File: src/rtl/debug_pkg.sv
// rtl/debug_pkg.sv - shared types and constants for the debug PC reporter
package debug_pkg;

  typedef enum logic [1:0] {
    IDLE  = 2'd0,
    START = 2'd1,
    DATA  = 2'd2,
    STOP  = 2'd3
  } state_e;

  localparam int BYTES_PER_REPORT     = 4;
  localparam int BITS_PER_BYTE        = 8;
  localparam int DEFAULT_CLKS_PER_BIT = 434;

  // Byte 0 of a report is the most significant byte of the word.
  function automatic logic [7:0] report_byte(input logic [31:0] word, input logic [1:0] idx);
    logic [7:0] b;
    case (idx)
      2'd0:    b = word[31:24];
      2'd1:    b = word[23:16];
      2'd2:    b = word[15:8];
      default: b = word[7:0];
    endcase
    return b;
  endfunction

endpackage

File: src/rtl/debug_baud_tick.sv
// rtl/debug_baud_tick.sv - baud counter, one-cycle tick on the last cycle of each bit
module debug_baud_tick
  import debug_pkg::*;
#(
  parameter int CLKS_PER_BIT = DEFAULT_CLKS_PER_BIT
) (
  input  logic clk,
  input  logic rst_n,
  input  logic restart,
  output logic tick
);

  localparam logic [15:0] LAST = 16'(CLKS_PER_BIT - 1);

  logic [15:0] cnt_q, cnt_d;

  always_comb begin
    cnt_d = cnt_q + 16'd1;
    if (restart || cnt_q == LAST) begin
      cnt_d = '0;
    end
  end

  always_ff @(posedge clk or negedge rst_n) begin
    if (!rst_n) begin
      cnt_q <= '0;
    end else begin
      cnt_q <= cnt_d;
    end
  end

  assign tick = !restart && (cnt_q == LAST);

endmodule

File: src/rtl/debug_pc_tx.sv
// rtl/debug_pc_tx.sv - captures a 32-bit PC and sends it MSB byte first over UART 8N1
module debug_pc_tx
  import debug_pkg::*;
#(
  parameter int CLKS_PER_BIT = DEFAULT_CLKS_PER_BIT
) (
  input  logic        clk,
  input  logic        rst_n,
  input  logic [31:0] pc,
  input  logic        send,
  output logic        tx,
  output logic        busy,
  output logic        done
);

  localparam logic [1:0] LAST_BYTE = 2'(BYTES_PER_REPORT - 1);
  localparam logic [2:0] LAST_BIT  = 3'(BITS_PER_BYTE - 1);

  state_e      state_q, state_d;
  logic [31:0] shadow_q, shadow_d;
  logic [1:0]  byte_idx_q, byte_idx_d;
  logic [2:0]  bit_idx_q, bit_idx_d;
  logic        tx_q, tx_d;
  logic        busy_q, busy_d;
  logic        done_q, done_d;
  logic        tick;
  logic [7:0]  cur_byte;

  // Held in restart while idle so the first bit of a report gets a full period.
  debug_baud_tick #(
    .CLKS_PER_BIT(CLKS_PER_BIT)
  ) u_baud (
    .clk    (clk),
    .rst_n  (rst_n),
    .restart(state_q == IDLE),
    .tick   (tick)
  );

  assign cur_byte = report_byte(shadow_q, byte_idx_q);

  always_comb begin
    state_d    = state_q;
    shadow_d   = shadow_q;
    byte_idx_d = byte_idx_q;
    bit_idx_d  = bit_idx_q;
    tx_d       = tx_q;
    busy_d     = busy_q;
    done_d     = 1'b0;
    case (state_q)
      IDLE: begin
        if (send) begin
          state_d    = START;
          shadow_d   = pc;
          byte_idx_d = '0;
          bit_idx_d  = '0;
          tx_d       = 1'b0;
          busy_d     = 1'b1;
        end
      end
      START: begin
        if (tick) begin
          state_d   = DATA;
          bit_idx_d = '0;
          tx_d      = cur_byte[0];
        end
      end
      DATA: begin
        if (tick) begin
          if (bit_idx_q == LAST_BIT) begin
            state_d = STOP;
            tx_d    = 1'b1;
          end else begin
            bit_idx_d = bit_idx_q + 3'd1;
            tx_d      = cur_byte[bit_idx_d];
          end
        end
      end
      STOP: begin
        if (tick) begin
          if (byte_idx_q == LAST_BYTE) begin
            state_d = IDLE;
            busy_d  = 1'b0;
            done_d  = 1'b1;
          end else begin
            state_d    = START;
            byte_idx_d = byte_idx_q + 2'd1;
            bit_idx_d  = '0;
            tx_d       = 1'b0;
          end
        end
      end
      default: state_d = IDLE;
    endcase
  end

  always_ff @(posedge clk or negedge rst_n) begin
    if (!rst_n) begin
      state_q    <= IDLE;
      shadow_q   <= '0;
      byte_idx_q <= '0;
      bit_idx_q  <= '0;
      tx_q       <= 1'b1;
      busy_q     <= 1'b0;
      done_q     <= 1'b0;
    end else begin
      state_q    <= state_d;
      shadow_q   <= shadow_d;
      byte_idx_q <= byte_idx_d;
      bit_idx_q  <= bit_idx_d;
      tx_q       <= tx_d;
      busy_q     <= busy_d;
      done_q     <= done_d;
    end
  end

  assign tx   = tx_q;
  assign busy = busy_q;
  assign done = done_q;

endmodule

File: config.mk
export PLATFORM = sky130hd
export DESIGN_NAME = debug_pc_tx
export DESIGN_NICKNAME = d
export VERILOG_FILES = /design/src/rtl/debug_pkg.sv /design/src/rtl/debug_baud_tick.sv /design/src/rtl/debug_pc_tx.sv
export SDC_FILE = /design/constraint.sdc
export NUM_CORES = 1
export LEC_CHECK = 0
export ABC_AREA = 1
export BUFFER_PORTS_ARGS = -buffer_cell sky130_fd_sc_hd__buf_2
export CORE_ASPECT_RATIO = 0.5
export CORE_MARGIN = 2
export CORE_UTILIZATION = 25
export DETAILED_ROUTE_END_ITERATION = 8
export GPL_TIMING_DRIVEN = 0
export HOLD_SLACK_MARGIN = 0.03
export SLEW_MARGIN = 20
export SYNTH_ARGS = -nofsm -noshare
export SYNTH_HDL_FRONTEND = slang
export SYNTH_SLANG_ARGS = --single-unit
File: constraint.sdc
create_clock -name clk -period 2.16 [get_ports clk]
set_clock_uncertainty 0.1 [all_clocks]
set_input_delay 0.108 -clock clk [delete_from_list [all_inputs] [get_ports clk]]
set_output_delay 0.108 -clock clk [all_outputs]
set_load 0.03 [all_outputs]
==> impl_metrics.json, run 1 <==
{
  "tightest_slew_ps": 744.9,
  "hold_viol": 0,
  "min_to": "busy",
  "cpLargestDelayFamily": "buffers and inverters",
  "synth.avg_cell_area_um2": 8.933,
  "synth_cell_type_count": 33,
  "setup_tns_ps": 0,
  "row_count": 28,
  "worst-path-buf-inv": 2,
  "rsz0062_at_grt": "no",
  "fp.dieW_um": 160.6,
  "fmax_mhz": 507.9,
  "synth_cells": 343,
  "cp-end-kind": "register",
  "postLayoutCoreUtil_pct": 34.78,
  "setup_ws_ps": 191.0,
  "yosysWarnings": 0,
  "drc": 0,
  "r2r-end": "shadow_q[29]",
  "ir_worst_vdd_mv": 0.4064,
  "cts_sinks": 58,
  "drive_gt1_share_pct": 24.18,
  "drv_slew": 0,
  "grt_pass1_wl_um": 11540,
  "syn_nets": 391,
  "antenna_found_initial": 0,
  "io_buffers": 37,
  "syn_to_final_growth_pct": 34.79,
  "layout_commonest_cell": "nand2_1",
  "post_cts_buffers": 0,
  "yosysTopAreaCellShare_pct": 46.55,
  "cp-start-kind": "register",
  "chipHeight_um": 82.29,
  "cts_max_level": 3,
  "overflow": 0,
  "rrSetupSlack_ps": 190,
  "grt_max_degree": 59,
  "min_delay_path_depth": 5,
  "clk-insertion-delay-late_ps": 320,
  "first_global_vias": 2434,
  "start_util_pct": 25.80,
  "core-area_um2": 11880,
  "antenna_cells": 0,
  "io-pin-count": 38,
  "ctsLongestPathBuffers": 2,
  "min-delay-start": "send",
  "design.die.area_um2": 13210,
  "hold_path.class": "in -> reg",
  "nets": 469,
  "ys_top_cells_by_area": "dfrtp_1 47%, mux2_2 9.9%, nand2_1 8.9%",
  "leakage_nw": 1.934,
  "finalSetupViolations": 0,
  "cts_tree": "yes",
  "cp_cell_sequence": "inv_1 > ha_1 > nand2_2 > buf_2 > mux2_2",
  "yosysTopAreaCell": "dfrtp_1",
  "wl_per_cell_um": 11.57,
  "drv_cap": 0,
  "seq_area_frac_synth_pct": 47.41,
  "dp_cells": 545,
  "yosys_register_bits": 58,
  "r2r_start": "state_q[0]",
  "vias_per_cell": 4.217,
  "reg2regPathDepth": 5,
  "layout_common_cells": "73 x nand2_1, 57 x dfrtp_1, 44 x inv_1",
  "num_vias": 2492,
  "outcome": "finished clean",
  "place.gp.congestion": 0.8095,
  "post-route-period-util_pct": 91.16,
  "cp_slowest_cell": "dfrtp_1",
  "crit_type": "reg -> reg",
  "syn-cell-area_um2": 3064,
  "cts_root_buffer": "clkbuf_16",
  "stdcell_count": 591,
  "max_slew_margin_pct": 50.34,
  "cellPowerDensity_nw_per_um2": 1268,
  "cp.required_ps": 2260,
  "hpwl_um": 4798,
  "period_minus_slack_ps": 1969,
  "holdWs_ps": 192.8,
  "cts_buffers": 9,
  "ant_nets": 0,
  "grt_use_total_pct": 11.26,
  "clk_pin_slew_ps": 50,
  "wl_um": 6840,
  "drtIter0Drc": 121,
  "cp.arrival_ps": 2070,
  "first_pass_iters": 4,
  "critPathMaxFanout": 10,
  "dp_slack_ps": 183.1,
  "slowest_delay_ps": 400
}
[power by group]
part / internal, W / switching [W] / leakage, nW
Clock: 0.00118 / 0.000491 / 0.176
Combinational: 0.000809 / 0.00103 / 1.04
Sequential: 0.00149 / 0.000229 / 0.721
Total: 0.00348 / 0.00175 / 1.93
[state kept, by name, summed over array words and instances, names as in the netlist]
signal / cells
shadow_q: 32
u_baud.cnt_q: 16
bit_idx_q: 3
busy: 1
byte_idx_q: 2
state_q: 2
done: 1
tx: 1
[area by class of cell]
cell class / count / area [um2]
clock buffer: 11 / 252.7
tap: 165 / 206.4
buffer: 5 / 23.77
multi-input combinational: 231 / 1403
clock inverter: 5 / 100.1
timing repair buffer: 70 / 518.0
fill: 1190 / 7746
inverter: 46 / 173.9
sequential: 58 / 1453
[kinds of logic (layout without fill, tap and decap cells)]
kind of cell | after synthesis | after routing | synth area share [%]
mux | 27 | 27 | 9.922
buf+inv | 54 | 137 | 6.818
simple gates | 146 | 146 | 22.01
compound gates | 43 | 43 | 7.963
xor+xnor | 2 | 2 | 0.5718
fa+ha+maj | 13 | 13 | 5.308
flops | 58 | 58 | 47.41
[worst max path at each step]
stage                        startpoint  cells after the start            to  slack, ps
after floorplan              state_q[0]                      5  shadow_q[10]        470
after global placement       state_q[0]                      5  shadow_q[29]        210
after detailed placement     state_q[0]                      5   shadow_q[6]        180
after CTS                    state_q[0]                      5  shadow_q[29]        170
after global routing      byte_idx_q[0]                     14            tx         40
final                        state_q[0]                      5  shadow_q[29]        190
[worst register-to-register path: stages, from the launching register on]
cell     delay (ps)
dfrtp_1         400
inv_1           100
ha_1            300
nand2_2         250
buf_2           330
mux2_2          370
[timing repair]
action                                  4_1_cts  5_1_grt
hold buffers                                 33        0
gates resized for setup                       0        0
hold endpoints to repair                     89        0
endpoints found under the setup margin        0        1
[per-stage QoR]
stage,power [W],instance area [um2]
CTS,0.005290,4141
global placement,0.003495,3456
finish,0.005239,4130
floorplan,0.003085,3064
global route,0.005673,4130
detailed placement,0.003539,3458
[Yosys cell counts]
cell type  count
inv_2          1
nor3_4         1
nor2_4         2
nor2_2         3
nand3b_1       1
o21ai_0       10
o31ai_1        1
nand3_2        3
inv_1         44
o211ai_1       1
nand4_1       10
nor3_1         3
mux2_2        27
a21oi_1       22
nor4_1         1
a21oi_4        1
or2_2          1
buf_2          3
clkinv_2       1
clkbuf_2       1
o21ai_1        4
a211oi_1       2
dfstp_2        1
xor2_1         2
nand2_2        2
dfrtp_1       57
or2_4          1
ha_1          13
o21ai_2        2
nor2_1        25
nand2_1       73
clkbuf_1       4
nand3_1       20
[layer usage]
layer / part of all wire (%) / vias up / global-route usage (%) / routed length (um)
met5: 0 / - / 0 / 0
met4: 1.7 / 0 / 4.595 / 117
met3: 3.9 / 11 / 3.097 / 265
met2: 47 / 35 / 18.58 / 3248
met1: 47 / 1173 / 14.24 / 3208
li1: - / 1273 / - / -
(Power assumes the default switching activity.)
==> inputs of run 2 (changes only) <==
--- a/config.mk
+++ b/config.mk
@@ -7,9 +7,10 @@
 export LEC_CHECK = 0
 export ABC_AREA = 1
 export BUFFER_PORTS_ARGS = -buffer_cell sky130_fd_sc_hd__buf_2
-export CORE_ASPECT_RATIO = 0.5
+export CORE_ASPECT_RATIO = 0.8
 export CORE_MARGIN = 2
 export CORE_UTILIZATION = 25
+export CTS_CLUSTER_SIZE = 20
 export DETAILED_ROUTE_END_ITERATION = 8
 export GPL_TIMING_DRIVEN = 0
 export HOLD_SLACK_MARGIN = 0.03
==> impl_metrics.json, run 2 (synthesized netlist as in run 1, its figures left out) <==
{
  "p_switching_w": 0.001814,
  "chipHeight_um": 103.0,
  "antenna_cells": 0,
  "cts_resized": 0,
  "largest_reg_flops": 32,
  "dp_cells": 532,
  "core-area_um2": 12070,
  "cts_tree": "yes",
  "period_minus_slack_ps": 1981,
  "cts_sinks": 58,
  "grt_max_degree": 59,
  "hpwl_um": 4975,
  "grt_use_total_pct": 11.31,
  "io-pin-count": 38,
  "cellPowerDensity_nw_per_um2": 1238,
  "outcome": "finished clean",
  "design.die.area_um2": 13160,
  "fmax_mhz": 504.9,
  "crit_type": "reg -> reg",
  "rsz0062_at_grt": "no",
  "combPwrFrac_pct": 37.1,
  "overflow": 0,
  "start_util_pct": 25.38,
  "postLayoutCoreUtil_pct": 33.69,
  "syn_to_final_growth_pct": 32.71,
  "largest_register": "shadow_q",
  "ir_worst_vdd_mv": 0.4633,
  "vias_per_cell": 4.458,
  "place.gp.congestion": 0.8032,
  "clk-insertion-delay-late_ps": 330,
  "slowest_delay_ps": 400,
  "pwr-share-seq_pct": 34.3,
  "cp.arrival_ps": 2100,
  "drive_gt1_share_pct": 24.18,
  "num_vias": 2577,
  "cp-start-kind": "register",
  "finalSetupViolations": 0,
  "cp_cell_sequence": "inv_1 > ha_1 > nand2_2 > buf_2 > mux2_2",
  "first_global_vias": 2466,
  "met2_usage_pct": 16.82,
  "cp_slowest_cell": "dfrtp_1",
  "grt_pass1_wl_um": 11630,
  "cp.required_ps": 2280,
  "cts_max_level": 3,
  "critPathMaxFanout": 10,
  "cts_buffers": 9,
  "drtIter0Drc": 105,
  "hold_viol": 0,
  "leakage_nw": 1.899,
  "met1_usage_pct": 15.60,
  "setup_tns_ps": 0,
  "stdcell_count": 578,
  "p_int_w": 0.003220,
  "wl_per_cell_um": 12.30,
  "nets": 469,
  "grt.busiest_layer": "met2",
  "grtUsageMet3_pct": 2.854,
  "fp.dieW_um": 127.8,
  "clk_pin_slew_ps": 60,
  "cts_root_buffer": "clkbuf_16",
  "drc": 0,
  "post-route-period-util_pct": 91.69,
  "io_buffers": 37,
  "drv_slew": 0,
  "first_pass_iters": 4,
  "layout_common_cells": "73 x nand2_1, 57 x dfrtp_1, 44 x inv_1",
  "wl_um": 7107,
  "ctsLongestPathBuffers": 2,
  "row_count": 36,
  "clkPwrFrac_pct": 28.6,
  "cp-end-kind": "register",
  "max_slew_margin_pct": 50.84,
  "top_regs": "shadow_q: 32 flops, u_baud.cnt_q: 16 flops, bit_idx_q: 3 flops",
  "ant_nets": 0,
  "hold_path.class": "in -> reg",
  "tightest_slew_ps": 737.4,
  "p_sw_share_pct": 36.03,
  "layout_commonest_cell": "nand2_1",
  "fillerInstances": 1220,
  "drv_cap": 0,
  "antenna_found_initial": 0
}
[run 2: cell count changes in the layout (fill, tap and decap cells not counted), sizes merged]
| cell | delta |
|---|---|
| clkbuf | -1 |
| clkinvlp | +3 |
| bufinv | -2 |
[run 2: power groups by stage]
| stage | logic (W) | clock network (W) | registers [W] |
|---|---|---|---|
| after detailed placement | 0.00181 | 0 | 0.00174 |
| after CTS | 0.00187 | 0.00147 | 0.00173 |
| after global routing | 0.00213 | 0.00154 | 0.00178 |
| after global placement | 0.00176 | 0 | 0.00173 |
| final | 0.00186 | 0.00144 | 0.00173 |
| after floorplan | 0.00139 | 0 | 0.00170 |
[run 2: what timing repair did]
action | in CTS | in global routing
buffers inserted | 0 | 0
hold buffers | 33 | 0
endpoints found under the setup margin | 0 | 1
hold endpoints to repair | 89 | 0
[run 2: metrics by stage]
step	setup WS, ps	hold WS [ps]	area, um2	total power (W)
3_3_place_gp	197.9	239.8	3440	0.003493
5_1_grt	61.46	222.9	4066	0.005442
3_5_place_dp	163.8	115.8	3442	0.003549
4_1_cts	163.4	156.8	4078	0.005067
2_1_floorplan	470.1	-287.6	3064	0.003085
6_report	179.4	162.1	4066	0.005034
[run 2: routing by layer]
metal / vias up / wire [um]
met5: - / 0
met4: 0 / 150
met3: 16 / 285
met2: 50 / 3025
met1: 1236 / 3646
li1: 1275 / -
[run 2: area by class of cell]
| class | count | area (um2) | share of cell area (%) |
|---|---|---|---|
| Clock inverter | 6 | 66.31 | 1.631 |
| Tap cell | 152 | 190.2 | 4.677 |
| Buffer | 5 | 23.77 | 0.5846 |
| Clock buffer | 10 | 239.0 | 5.877 |
| Inverter | 46 | 173.9 | 4.277 |
| Timing Repair Buffer | 70 | 518.0 | 12.74 |
| Sequential cell | 58 | 1453 | 35.72 |
| Multi-Input combinational cell | 231 | 1403 | 34.49 |
[run 2: path summary, 6_finish.rpt]
check,startpoint,endpoint,slack [ps],cells past startpoint
worst max register to register,state_q[0],shadow_q[4],180,5
worst max-delay path,state_q[0],shadow_q[4],180,5
worst min register to register,tx,tx,380,2
min in group asynchronous,rst_n,shadow_q[2],280,2
max in group asynchronous,rst_n,u_baud.cnt_q[10],1180,2
worst min-delay path,send,busy,160,5
[run 2: worst max-delay path: cells and delay by family (launching register included)]
family        cells  cell delay (ps)
fa+ha+maj         1              300
buf+inv           2              430
flops             1              400
mux               1              370
simple gates      1              260
